$ cat config.mk
export PLATFORM = sky130hd
export DESIGN_NAME = wb_arbiter21_flat
export DESIGN_NICKNAME = d
export VERILOG_FILES = /design/src/rtl/wb_arbiter21_if.sv /design/src/rtl/wb_arbiter21.sv /design/src/flat_wrapper.sv
export SDC_FILE = /design/constraint.sdc
export NUM_CORES = 1
export LEC_CHECK = 0
export CAP_MARGIN = 25
export CORE_MARGIN = 3
export CORE_UTILIZATION = 37
export DETAILED_ROUTE_END_ITERATION = 10
export GPL_TIMING_DRIVEN = 0
export PLACE_DENSITY_LB_ADDON = 0.08
export SYNTH_ARGS = -nofsm -noshare
export SYNTH_HDL_FRONTEND = slang
export SYNTH_SLANG_ARGS = --single-unit
$ cat constraint.sdc
create_clock -name clk -period 1.9 [get_ports clk]
set_input_delay 0.19 -clock clk [delete_from_list [all_inputs] [get_ports clk]]
set_output_delay 0.19 -clock clk [all_outputs]
set_load 0.02 [all_outputs]
$ cat src/rtl/wb_arbiter21_if.sv
// Two requester write ports plus the arbitrated write-back port, bundled for the 2:1 arbiter.
// The arbiter uses the slave view; the requesters and downstream consumer use the master view.
interface wb_arbiter21_if #(
   parameter int DATA_W = 32,
   parameter int ADDR_W = 5
);
   logic              req0_valid;
   logic [ADDR_W-1:0] req0_addr;
   logic [DATA_W-1:0] req0_data;
   logic              req0_ready;
   logic              req1_valid;
   logic [ADDR_W-1:0] req1_addr;
   logic [DATA_W-1:0] req1_data;
   logic              req1_ready;
   logic              mux_sel;
   logic              out_valid;
   logic              out_ready;
   logic [ADDR_W-1:0] out_addr;
   logic [DATA_W-1:0] out_data;
   logic              out_src;

   modport slave (
      input  req0_valid, req0_addr, req0_data,
      output req0_ready,
      input  req1_valid, req1_addr, req1_data,
      output req1_ready,
      output mux_sel,
      output out_valid, out_addr, out_data, out_src,
      input  out_ready
   );

   modport master (
      output req0_valid, req0_addr, req0_data,
      input  req0_ready,
      output req1_valid, req1_addr, req1_data,
      input  req1_ready,
      input  mux_sel,
      input  out_valid, out_addr, out_data, out_src,
      output out_ready
   );
endinterface

$ cat src/rtl/wb_arbiter21.sv
// Round-robin 2:1 arbiter for the register-file write-back port, with a one-entry
// output register and valid/ready handshakes on both sides.
module wb_arbiter21 #(
   parameter int DATA_W        = 32,
   parameter int ADDR_W        = 5,
   parameter int PRIORITY_INIT = 0,
   parameter int DROP_ZERO     = 1
) (
   input logic           clk,
   input logic           reset,
   wb_arbiter21_if.slave bus
);
   logic              out_valid_q, out_valid_d;
   logic [ADDR_W-1:0] out_addr_q,  out_addr_d;
   logic [DATA_W-1:0] out_data_q,  out_data_d;
   logic              out_src_q,   out_src_d;
   logic              prio_q,      prio_d;

   logic              load_en;
   logic              any_req;
   logic              gnt_idx;
   logic              sel;
   logic              accept;
   logic              drop;
   logic [ADDR_W-1:0] sel_addr;
   logic [DATA_W-1:0] sel_data;

   // The register can take a new entry when it is empty or being drained this cycle.
   assign load_en = !out_valid_q || bus.out_ready;
   assign any_req = bus.req0_valid || bus.req1_valid;

   // A lone requester always wins; on a tie the rotating priority decides.
   assign gnt_idx = (bus.req0_valid && bus.req1_valid) ? prio_q : bus.req1_valid;
   assign sel     = any_req ? gnt_idx : prio_q;
   assign accept  = any_req && load_en && !reset;

   assign sel_addr = sel ? bus.req1_addr : bus.req0_addr;
   assign sel_data = sel ? bus.req1_data : bus.req0_data;
   assign drop     = (DROP_ZERO != 0) && (sel_addr == '0);

   assign bus.mux_sel    = sel;
   assign bus.req0_ready = accept && !gnt_idx;
   assign bus.req1_ready = accept &&  gnt_idx;
   assign bus.out_valid  = out_valid_q;
   assign bus.out_addr   = out_addr_q;
   assign bus.out_data   = out_data_q;
   assign bus.out_src    = out_src_q;

   // NOTE: every next-state signal gets its hold value first, so no path leaves it unassigned and no latch is inferred.
   always_comb begin
      out_valid_d = out_valid_q && !bus.out_ready;
      out_addr_d  = out_addr_q;
      out_data_d  = out_data_q;
      out_src_d   = out_src_q;
      prio_d      = prio_q;
      if (accept) begin
         prio_d = !gnt_idx;
         // A discarded write-to-zero still completes its handshake but leaves the register empty.
         if (drop) begin
            out_valid_d = 1'b0;
         end else begin
            out_valid_d = 1'b1;
            out_addr_d  = sel_addr;
            out_data_d  = sel_data;
            out_src_d   = gnt_idx;
         end
      end
   end

   // NOTE: state registers use non-blocking assignments so every flop samples pre-edge values.
   always_ff @(posedge clk) begin
      if (reset) begin
         out_valid_q <= 1'b0;
         out_addr_q  <= '0;
         out_data_q  <= '0;
         out_src_q   <= 1'b0;
         prio_q      <= 1'(PRIORITY_INIT);
      end else begin
         out_valid_q <= out_valid_d;
         out_addr_q  <= out_addr_d;
         out_data_q  <= out_data_d;
         out_src_q   <= out_src_d;
         prio_q      <= prio_d;
      end
   end
endmodule

$ cat src/flat_wrapper.sv
// flat-port wrapper written by rule: the top's interface ports become plain ports
module wb_arbiter21_flat 
#(
   parameter int DATA_W        = 32,
   parameter int ADDR_W        = 5,
   parameter int PRIORITY_INIT = 0,
   parameter int DROP_ZERO     = 1
)
  (clk, reset, bus_req0_valid, bus_req0_addr, bus_req0_data, bus_req0_ready, bus_req1_valid, bus_req1_addr, bus_req1_data, bus_req1_ready, bus_mux_sel, bus_out_valid, bus_out_addr, bus_out_data, bus_out_src, bus_out_ready);
  wb_arbiter21_if #(.DATA_W(DATA_W), .ADDR_W(ADDR_W)) bus_i ();
  input logic clk;
  input logic reset;
  input wire logic [$bits(bus_i.req0_valid)-1:0] bus_req0_valid;
  input wire logic [$bits(bus_i.req0_addr)-1:0] bus_req0_addr;
  input wire logic [$bits(bus_i.req0_data)-1:0] bus_req0_data;
  output wire logic [$bits(bus_i.req0_ready)-1:0] bus_req0_ready;
  input wire logic [$bits(bus_i.req1_valid)-1:0] bus_req1_valid;
  input wire logic [$bits(bus_i.req1_addr)-1:0] bus_req1_addr;
  input wire logic [$bits(bus_i.req1_data)-1:0] bus_req1_data;
  output wire logic [$bits(bus_i.req1_ready)-1:0] bus_req1_ready;
  output wire logic [$bits(bus_i.mux_sel)-1:0] bus_mux_sel;
  output wire logic [$bits(bus_i.out_valid)-1:0] bus_out_valid;
  output wire logic [$bits(bus_i.out_addr)-1:0] bus_out_addr;
  output wire logic [$bits(bus_i.out_data)-1:0] bus_out_data;
  output wire logic [$bits(bus_i.out_src)-1:0] bus_out_src;
  input wire logic [$bits(bus_i.out_ready)-1:0] bus_out_ready;
  assign bus_i.req0_valid = bus_req0_valid;
  assign bus_i.req0_addr = bus_req0_addr;
  assign bus_i.req0_data = bus_req0_data;
  assign bus_req0_ready = bus_i.req0_ready;
  assign bus_i.req1_valid = bus_req1_valid;
  assign bus_i.req1_addr = bus_req1_addr;
  assign bus_i.req1_data = bus_req1_data;
  assign bus_req1_ready = bus_i.req1_ready;
  assign bus_mux_sel = bus_i.mux_sel;
  assign bus_out_valid = bus_i.out_valid;
  assign bus_out_addr = bus_i.out_addr;
  assign bus_out_data = bus_i.out_data;
  assign bus_out_src = bus_i.out_src;
  assign bus_i.out_ready = bus_out_ready;
  wb_arbiter21 #(.DATA_W(DATA_W), .ADDR_W(ADDR_W), .PRIORITY_INIT(PRIORITY_INIT), .DROP_ZERO(DROP_ZERO)) u_core (.clk(clk), .reset(reset), .bus(bus_i));
endmodule
==> impl_metrics.json, run 1 <==
{
  "status": "complete, no violations",
  "p_clk_share_pct": 23.5,
  "vdd_drop_max_v": 0.000459,
  "ant_nets": 0,
  "whs_ps": 471,
  "fin_worst_skew_ps": 4.40,
  "cp_data_required_time_ps": 1710,
  "dieArea_mm2": 0.00638,
  "period_minus_slack_ps": 1830,
  "drcViolationCount": 0,
  "switching_share_pct": 29.1,
  "grt_overflow": 0,
  "worstSkewPairLatency_ps": 290,
  "die_h_um": 79.9,
  "drt_wl_total_mm": 5.58,
  "via_per_inst": 4.69,
  "leakage_nw": 1.41,
  "yosysSeqAreaShare_pct": 39.7,
  "final_cell_mix": "115 x clkdlybuf4s50_1, 63 x mux2i_1, 39 x dfxtp_1",
  "final_common_cell": "clkdlybuf4s50_1",
  "drv_slew": 0,
  "antenna_found_initial": 0,
  "cts_tree": "built",
  "die_w_um": 79.9,
  "power.density_mw_per_mm2": 694,
  "worstMarginPinSlew_ps": 454,
  "cts_sinks": 40,
  "worstSetupPathType": "input port to primary output",
  "n_antenna_cell": 0,
  "fin_nets": 409,
  "crit_start": "bus_req1_valid",
  "critPathCapture": "bus_mux_sel",
  "synth_area_per_cell_um2": 10.3,
  "clk_pin_slew_ps": 80,
  "worstPathMaxFanout": 10,
  "async_reset_ff_share_pct": 0,
  "syn_area_mm2": 0.00202,
  "reg2reg_from": "u_core.prio_q$_SDFFE_PP0N_",
  "first_pass_iters": 4,
  "finalSetupViolations": 0,
  "htree_levels": 2,
  "syn_nets": 275,
  "gp_congestion": 0.764,
  "power_frac_seq_pct": 40.2,
  "rsz0062_at_grt": "false",
  "hold_viol_final": 0,
  "ctsLongestPathBuffers": 2,
  "cts_inserted_buffers": 5,
  "critPathArrivalTime_ps": 1640,
  "rows": 26,
  "place_ws_ps": -894,
  "portBuffers": 120,
  "grt_start_max_net_pins": 12,
  "root_buffer": "clkbuf_8",
  "fin_ws_ps": 71.5,
  "r2r_end": "u_core.bus.out_data[0]$_SDFFE_PP0P_",
  "area_growth_pct": 76.3,
  "num_io_pins": 121,
  "syn-instance-count": 196,
  "yosys_register_bits": 40,
  "p_int_mw": 1.75,
  "start_util_pct": 38.8,
  "maxSlewHeadroom_pct": 69.8,
  "setup.worst_path.start_class": "input port",
  "fmax_mhz": 547,
  "reg2regPathDepth": 8,
  "wire_per_inst_um": 13.9,
  "p_comb_share_pct": 36.3,
  "synth_cell_types": 27,
  "end_kind": "primary output",
  "grt_pass1_vias": 1817,
  "synth_edf_count": 0,
  "p_sw_uw": 720,
  "place_hpwl_mm": 4.24,
  "ff2ff_setup_slack_ps": 100,
  "finalCritPeriodShare_pct": 96.2,
  "hold_class": "flip-flop to flip-flop",
  "drt_iter0_drc": 27,
  "max-cap-violations": 0,
  "synth_ff_type": "dfxtp_1",
  "grt.total_usage_pct": 17.5,
  "core_area_mm2": 0.00520,
  "drive_above_1_share_pct": 11.8,
  "grt_pass1_wl_mm": 8.76,
  "vias": 1881,
  "yosysWarnings": 0
}
## Yosys cell counts (2+ instances only)
cell	n	area [µm²]
o21ai_0	7	35.0
mux2i_1	66	661
or2_2	3	18.8
nand3_1	3	15.0
clkbuf_1	8	30.0
a211o_1	2	17.5
buf_6	4	45.0
a31oi_1	2	12.5
inv_1	5	18.8
dfxtp_1	40	801
a21oi_1	8	40.0
nand2b_1	32	200
nor3b_1	2	15.0
## power by group through the flow
stage / combinational [mW] / clock, mW / sequential [mW]
floorplan: 0.295 / 0 / 1.13
global placement: 0.840 / 0 / 1.01
detailed placement: 0.848 / 0 / 1.01
CTS: 0.904 / 0.599 / 0.993
global route: 0.957 / 0.640 / 1.01
finish: 0.897 / 0.580 / 0.993
## worst max-delay path, stage by stage
cell	delay (ps)
clkdlybuf4s15_1	260
nand2b_4	210
a21o_1	190
buf_6	140
buf_12	120
clkbuf_4	200
clkdlybuf4s15_1	310
## per-stage QoR
stage / setup TNS, ps / util (%) / cells / power (mW) / instance area, µm²
finish: 0 / 68.4 / 401 / 2.47 / 3560
global route: 0 / 68.4 / 401 / 2.60 / 3560
CTS: -1.55 / 67.9 / 400 / 2.50 / 3530
detailed placement: -23010 / 63.5 / 386 / 1.86 / 3310
global placement: -21810 / 63.5 / 386 / 1.85 / 3310
floorplan: 0 / - / 196 / 1.42 / 2020
## per-layer routing
metal / track usage [%] / vias up / wire length (µm)
li1: - / 959 / -
met1: 20.8 / 846 / 2350
met2: 29.4 / 70 / 2670
met3: 7.34 / 6 / 507
met4: 4.05 / 0 / 46
met5: 0 / - / 0
## state kept, by name (all words and copies together) (netlist names)
name,flops
u_core.bus.out_valid,1
u_core.bus.out_src,1
u_core.bus.out_addr,5
u_core.prio_q,1
u_core.bus.out_data,32
## worst min path at each step
stage	cells after the start	end	start
after floorplan	1	u_core.bus.out_valid$_SDFF_PP0_	bus_out_ready
after global placement	2	u_core.bus.out_data[4]$_SDFFE_PP0P_	u_core.bus.out_data[4]$_SDFFE_PP0P_
after detailed placement	2	u_core.bus.out_data[8]$_SDFFE_PP0P_	u_core.bus.out_data[8]$_SDFFE_PP0P_
after CTS	4	u_core.bus.out_src$_SDFFE_PP0P_	bus_req0_valid
after global routing	2	u_core.bus.out_data[29]$_SDFFE_PP0P_	u_core.bus.out_data[29]$_SDFFE_PP0P_
final	2	u_core.bus.out_data[5]$_SDFFE_PP0P_	u_core.bus.out_data[5]$_SDFFE_PP0P_
## area by class of cell
type,count,area [µm²]
clock buffers,8,90.1
fillers,441,1650
multi-input cells,138,1160
plain buffers,11,85.1
repair buffers,129,1320
flip-flops and latches,40,805
inverters,5,18.8
well taps,70,87.6
## repair_timing
item / in CTS / in global routing
cloned: 1 / 0
gates resized for setup: 29 / 7
endpoints found under the setup margin: 41 / 34
setup buffers: 6 / 2
hold buffers: 0 / 0
pin swaps: 1 / 2
endpoints found under the hold margin: 0 / 0
## logic make-up after synthesis
group	synth area share, %
buf+inv	5.02
compound gates	8.12
mux	32.7
flops	39.7
simple gates	14.4
Note: power is estimated with default switching activity, not from simulation.
==> run 2: changes to the inputs <==
--- a/config.mk
+++ b/config.mk
@@ -5,9 +5,11 @@
 export SDC_FILE = /design/constraint.sdc
 export NUM_CORES = 1
 export LEC_CHECK = 0
+export ABC_AREA = 1
 export CAP_MARGIN = 25
 export CORE_MARGIN = 3
-export CORE_UTILIZATION = 37
+export CORE_UTILIZATION = 40
+export CTS_CLUSTER_SIZE = 10
 export DETAILED_ROUTE_END_ITERATION = 10
 export GPL_TIMING_DRIVEN = 0
 export PLACE_DENSITY_LB_ADDON = 0.08
==> run 2 against run 1 <==
Net effect:
- hold slack got worse by 240 ps
- via count rose by 39%
- sequential share of layout area fell by 1.5 points
- critical endpoint is now u_core.bus.out_data[23]$_SDFFE_PP0P_
- highest routed layer unchanged
==> impl_metrics.json, run 2 <==
{
  "fin_worst_skew_ps": 2.56,
  "finalCritPeriodShare_pct": 94.9,
  "synthTopCellsByCount": "148 x nand2_1, 49 x inv_1, 43 x nor2_1, 42 x nand3_1, 40 x dfxtp_1",
  "worstPathMaxFanout": 10,
  "worstSkewPairLatency_ps": 290,
  "cts_inserted_buffers": 5,
  "final_common_cell": "nand2_1",
  "use_met1_pct": 22.7,
  "nFillCells": 514,
  "drive_above_1_share_pct": 13.3,
  "dieArea_mm2": 0.00685,
  "leakage_nw": 1.92,
  "core_area_mm2": 0.00561,
  "dp.cells": 581,
  "fin_area_mm2": 0.00378,
  "grt_use_met3_pct": 5.18,
  "synth_area_per_cell_um2": 6.06,
  "place_hpwl_mm": 5.11,
  "drt_iter0_drc": 103,
  "p_clk_share_pct": 24.1,
  "vias": 2616,
  "synth_top_area_share_pct": 34.0,
  "vdd_drop_max_v": 0.000375,
  "htree_levels": 2,
  "yosys_register_bits": 40,
  "cts_tree": "built",
  "antenna_found_initial": 0,
  "fin_nets": 598,
  "power_frac_seq_pct": 39.8,
  "start_util_pct": 42.1,
  "hold_class": "input port to flip-flop",
  "whs_ps": 230,
  "cts_sinks": 40,
  "final_cell_mix": "148 x nand2_1, 116 x clkdlybuf4s50_1, 49 x inv_1",
  "maxSlewHeadroom_pct": 67.6,
  "top_usage_layer": "met2",
  "ant_nets": 0,
  "ys_top_cells_by_area": "dfxtp_1 34%, nand2_1 24%, nand3_1 8.9%, nor2_2 8.0%, inv_1 7.8%",
  "die_h_um": 82.8,
  "n_antenna_cell": 0,
  "path_delay_family": "buffers and inverters",
  "syn_area_mm2": 0.00236,
  "dpl_cell_area_mm2": 0.00365,
  "grt_start_max_net_pins": 19,
  "ctsLongestPathBuffers": 2,
  "hold_viol_final": 0,
  "rows": 27,
  "drt_wl_total_mm": 6.65,
  "p_comb_share_pct": 36.0,
  "cp_data_required_time_ps": 2090,
  "wire_per_inst_um": 11.2,
  "critPathArrivalTime_ps": 1990,
  "worstSetupPathType": "input port to flip-flop",
  "root_buffer": "clkbuf_8",
  "post-route-util_pct": 67.5,
  "grt_pass1_wl_mm": 10.4,
  "rsz0062_at_grt": "true",
  "synth_ff_type": "dfxtp_1",
  "fmax_mhz": 555,
  "drcViolationCount": 0,
  "slowest_stage": "clkdlybuf4s50_1",
  "yosysSeqAreaShare_pct": 34.0,
  "clk_pin_slew_ps": 80,
  "num_io_pins": 121,
  "crit_path_max_incr_delay_ps": 510,
  "finalSetupViolations": 0,
  "p_sw_uw": 770,
  "switching_share_pct": 32.0,
  "largest_register_ffs": 32,
  "gp_congestion": 0.819,
  "first_pass_iters": 4,
  "power.density_mw_per_mm2": 637,
  "syn-instance-count": 389,
  "p_int_mw": 1.64,
  "ff2ff_setup_slack_ps": 220,
  "max-cap-violations": 0,
  "worst-path-buf-inv": 4,
  "stdcell_count": 592,
  "synth_cell_types": 16,
  "end_kind": "flip-flop",
  "crit_chain": "clkdlybuf4s50_1 > inv_1 > nand2_2 > nand2_2 > nand2_4 > nand2_1 > nand2_1 > nand3_2 > o21bai_4 > inv_4 > buf_6 > nor2_2 > nor2_1",
  "synth_top_cell_by_area": "dfxtp_1",
  "hold_buffers": 0,
  "synth_edf_count": 0,
  "fin_ws_ps": 96.9,
  "yosysMostFrequentCell": "nand2_1",
  "area_growth_pct": 60.5,
  "status": "complete, no violations",
  "portBuffers": 120,
  "grt.total_usage_pct": 19.6,
  "syn_nets": 468,
  "via_per_inst": 4.42,
  "setup.worst_path.start_class": "input port",
  "drv_slew": 0,
  "async_reset_ff_share_pct": 0,
  "die_w_um": 82.8,
  "use_met2_pct": 35.2,
  "grt_pass1_vias": 2410,
  "place_ws_ps": -861,
  "worstMarginPinSlew_ps": 487,
  "period_minus_slack_ps": 1800,
  "yosysWarnings": 0,
  "grt_overflow": 0
}
run 2: path summary, 6_finish.rpt:
check	start	end	cells after the start
hold / removal	reset	u_core.prio_q$_SDFFE_PP0N_	2
setup reg to reg	u_core.prio_q$_SDFFE_PP0N_	u_core.bus.out_data[23]$_SDFFE_PP0P_	12
setup / recovery	bus_req0_valid	u_core.bus.out_data[23]$_SDFFE_PP0P_	13
hold reg to reg	u_core.bus.out_addr[0]$_SDFFE_PP0P_	u_core.bus.out_addr[0]$_SDFFE_PP0P_	2
run 2: logic make-up after synthesis:
| group | synth area share [%] |
|---|---|
| buffers and inverters | 13.4 |
| AO/OA/AOI/OAI | 1.86 |
| AND/OR/NAND/NOR | 50.8 |
| flip-flops | 34.0 |
run 2: layer usage:
metal	vias to the layer above	share of wire (%)
met1	1111	43
met4	0	1.2
li1	1408	-
met5	-	0
met2	90	47
met3	7	9.1
run 2: power groups by stage:
stage	Combinational, mW	Clock (mW)	Sequential (mW)
global placement	0.854	0	0.977
finish	0.868	0.582	0.960
detailed placement	0.862	0	0.979
global route	0.959	0.644	0.970
CTS	0.870	0.603	0.961
floorplan	0.376	0	1.07
run 2: worst register-to-register path: stages, from the launching register on:
cell and delay, ps:
dfxtp_1 370, inv_1 60, nand2_2 140, nand2_4 110, nand2_4 120, nand2_1 80
nand2_1 80, nand2_2 70, o21bai_4 170, inv_4 90, buf_6 160, nor2_2 90
nor2_1 50
run 2: layout make-up:
cell class | instances | area, µm² | area share [%]
multi-input cells | 279 | 1250 | 33.1
repair buffers | 124 | 1230 | 32.4
flip-flops and latches | 40 | 801 | 21.2
inverters | 51 | 194 | 5.12
plain buffers | 18 | 128 | 3.37
well taps | 72 | 90.1 | 2.38
clock buffers | 6 | 82.6 | 2.18
clock inverters | 2 | 10.0 | 0.264
run 2: metrics by stage:
| step | power [mW] | TNS, ps |
|---|---|---|
| after floorplan | 1.44 | 0 |
| after global placement | 1.83 | -9900 |
| after detailed placement | 1.84 | -10440 |
| after CTS | 2.43 | 0 |
| after global routing | 2.57 | -295 |
| final | 2.41 | 0 |
run 2: timing repair:
item	CTS	global route
setup endpoints to repair	3	32
setup buffers	2	2
resized for setup	7	7
pin swaps	0	1
==> run 3: changes to the inputs <==
==> constraint.sdc (replaced) <==
create_clock -name clk -period 2 [get_ports clk]
set_input_delay 0.2 -clock clk [delete_from_list [all_inputs] [get_ports clk]]
set_output_delay 0.2 -clock clk [all_outputs]
set_load 0.02 [all_outputs]
==> run 3 against run 2 <==
Net effect:
- critical path depth fell by 7
- cell count is 0.34% lower
- critical endpoint is now bus_mux_sel
- sequential share of layout area is 0.11 points higher
- non-clock buffer count shrank 2
- highest routed layer unchanged
- core utilization fell by 0.33 points
- largest power group unchanged
==> impl_metrics.json, run 3 (synthesis results as in run 2) <==
{
  "status": "complete, no violations",
  "nFillCells": 515,
  "power_frac_seq_pct": 40.0,
  "finalSetupViolations": 0,
  "fin_worst_skew_ps": 2.69,
  "antenna_found_initial": 0,
  "cts_sinks": 40,
  "stdcell_count": 590,
  "rows": 27,
  "dp.cells": 581,
  "via_per_inst": 4.46,
  "start_util_pct": 42.1,
  "final_common_cell": "nand2_1",
  "crit_chain": "inv_1 > nand2_2 > nand2_4 > nand2_4 > buf_2 > dlygate4sd2_1",
  "worstSetupPathType": "flip-flop to primary output",
  "crit_path_max_incr_delay_ps": 370,
  "leakage_nw": 1.90,
  "dieArea_mm2": 0.00685,
  "power.density_mw_per_mm2": 606,
  "worstMarginPinSlew_ps": 489,
  "drive_above_1_share_pct": 12.5,
  "switching_share_pct": 31.9,
  "maxSlewHeadroom_pct": 67.4,
  "worstPathMaxFanout": 10,
  "max-cap-violations": 0,
  "p_clk_share_pct": 24.2,
  "fin_area_mm2": 0.00377,
  "setup.worst_path.start_class": "flip-flop",
  "grt_pass1_vias": 2410,
  "drcViolationCount": 0,
  "n_antenna_cell": 0,
  "drv_slew": 0,
  "worstSkewPairLatency_ps": 290,
  "hold_viol_final": 0,
  "place_hpwl_mm": 5.11,
  "die_h_um": 82.8,
  "die_w_um": 82.8,
  "drt_iter0_drc": 99,
  "largest_register_ffs": 32,
  "crit_top_cell": "nand2_4",
  "portBuffers": 120,
  "area_growth_pct": 59.7,
  "grt_overflow": 0,
  "cp_data_required_time_ps": 1800,
  "fin_nets": 596,
  "wire_per_inst_um": 11.2,
  "total_power_mw": 2.28,
  "fmax_mhz": 542,
  "root_buffer": "clkbuf_8",
  "hold_class": "flip-flop to flip-flop",
  "end_kind": "primary output",
  "final_cell_mix": "148 x nand2_1, 117 x clkdlybuf4s50_1, 49 x inv_1",
  "cts_tree": "built",
  "period_minus_slack_ps": 1850,
  "p_int_mw": 1.55,
  "clk_pin_slew_ps": 70,
  "finalCritPeriodShare_pct": 92.3,
  "cts_inserted_buffers": 5,
  "p_comb_share_pct": 35.8,
  "grt.total_usage_pct": 19.6,
  "ant_nets": 0,
  "gp_congestion": 0.819,
  "first_pass_iters": 4,
  "grt_start_max_net_pins": 19,
  "vias": 2634,
  "slowest_stage": "dfxtp_1",
  "htree_levels": 2,
  "num_io_pins": 121,
  "vdd_drop_max_v": 0.000357,
  "core_area_mm2": 0.00561,
  "drt_wl_total_mm": 6.62,
  "critPathArrivalTime_ps": 1650,
  "ctsLongestPathBuffers": 2,
  "p_sw_uw": 729,
  "grt_pass1_wl_mm": 10.4,
  "dpl_cell_area_mm2": 0.00365,
  "rsz0062_at_grt": "false"
}
[run 3: cell types whose count changed in the layout (fill, tap and decap cells not counted)]
| cell | previous run | this run |
|---|---|---|
| buf_4 | 4 | 2 |
| clkbuf_1 | 5 | 6 |
| clkbuf_2 | 2 | 0 |
| clkdlybuf4s50_1 | 116 | 117 |
| inv_2 | 1 | 2 |
| inv_4 | 1 | 0 |
| nand2_2 | 4 | 5 |
| nand2_4 | 4 | 3 |
[run 3: worst max-delay path, delay by kind of cell, from the launching register on]
kind | cells | cell delay [ps]
buf+inv | 3 | 620
flops | 1 | 370
simple gates | 3 | 370
[run 3: final timing paths]
| check | start | cells past startpoint | to | slack, ps |
|---|---|---|---|---|
| max reg2reg | u_core.prio_q$_SDFFE_PP0N_ | 12 | u_core.bus.out_data[23]$_SDFFE_PP0P_ | 220 |
| min | u_core.bus.out_addr[0]$_SDFFE_PP0P_ | 2 | u_core.bus.out_addr[0]$_SDFFE_PP0P_ | 460 |
| max | u_core.prio_q$_SDFFE_PP0N_ | 6 | bus_mux_sel | 150 |
| min reg2reg | u_core.bus.out_addr[0]$_SDFFE_PP0P_ | 2 | u_core.bus.out_addr[0]$_SDFFE_PP0P_ | 460 |
[run 3: power groups by stage]
stage | Sequential, mW | Combinational (mW) | Clock (mW)
detailed placement | 0.930 | 0.819 | 0
finish | 0.912 | 0.818 | 0.553
global placement | 0.928 | 0.812 | 0
floorplan | 1.01 | 0.357 | 0
global route | 0.922 | 0.905 | 0.612
CTS | 0.913 | 0.828 | 0.573
[run 3: repair_timing]
| action | in CTS | in global routing |
|---|---|---|
| setup endpoints to repair | 2 | 1 |
| resized for setup | 6 | 1 |
| setup buffers | 2 | 0 |
| hold buffers | 0 | 0 |
[run 3: layer usage]
metal	global-route usage (%)	vias up	wire, µm
li1	-	1406	-
met1	22.7	1124	2820
met2	35.2	97	3060
met3	5.18	7	660
met4	5.88	0	81
met5	0	-	0
[run 3: stage by stage]
stage | worst slack (ps) | setup TNS (ps) | utilization, % | hold slack, ps
3_5_place_dp | -781 | -6800 | 65.1 | 452
2_1_floorplan | 471 | 0 | - | 269
3_3_place_gp | -787 | -6320 | 65.1 | 450
5_1_grt | 7.19 | 0 | 67.2 | 498
6_report | 154 | 0 | 67.2 | 462
4_1_cts | 86.1 | 0 | 67.1 | 463
[run 3: layout make-up]
class / instances / area (µm²) / area share, %
Tap cell: 72 / 90.1 / 2.39
Sequential cell: 40 / 801 / 21.3
Multi-Input combinational cell: 279 / 1250 / 33.2
Timing Repair Buffer: 122 / 1220 / 32.3
Inverter: 51 / 191 / 5.08
Buffer: 18 / 126 / 3.36
Clock inverter: 2 / 10.0 / 0.266
Clock buffer: 6 / 82.6 / 2.19
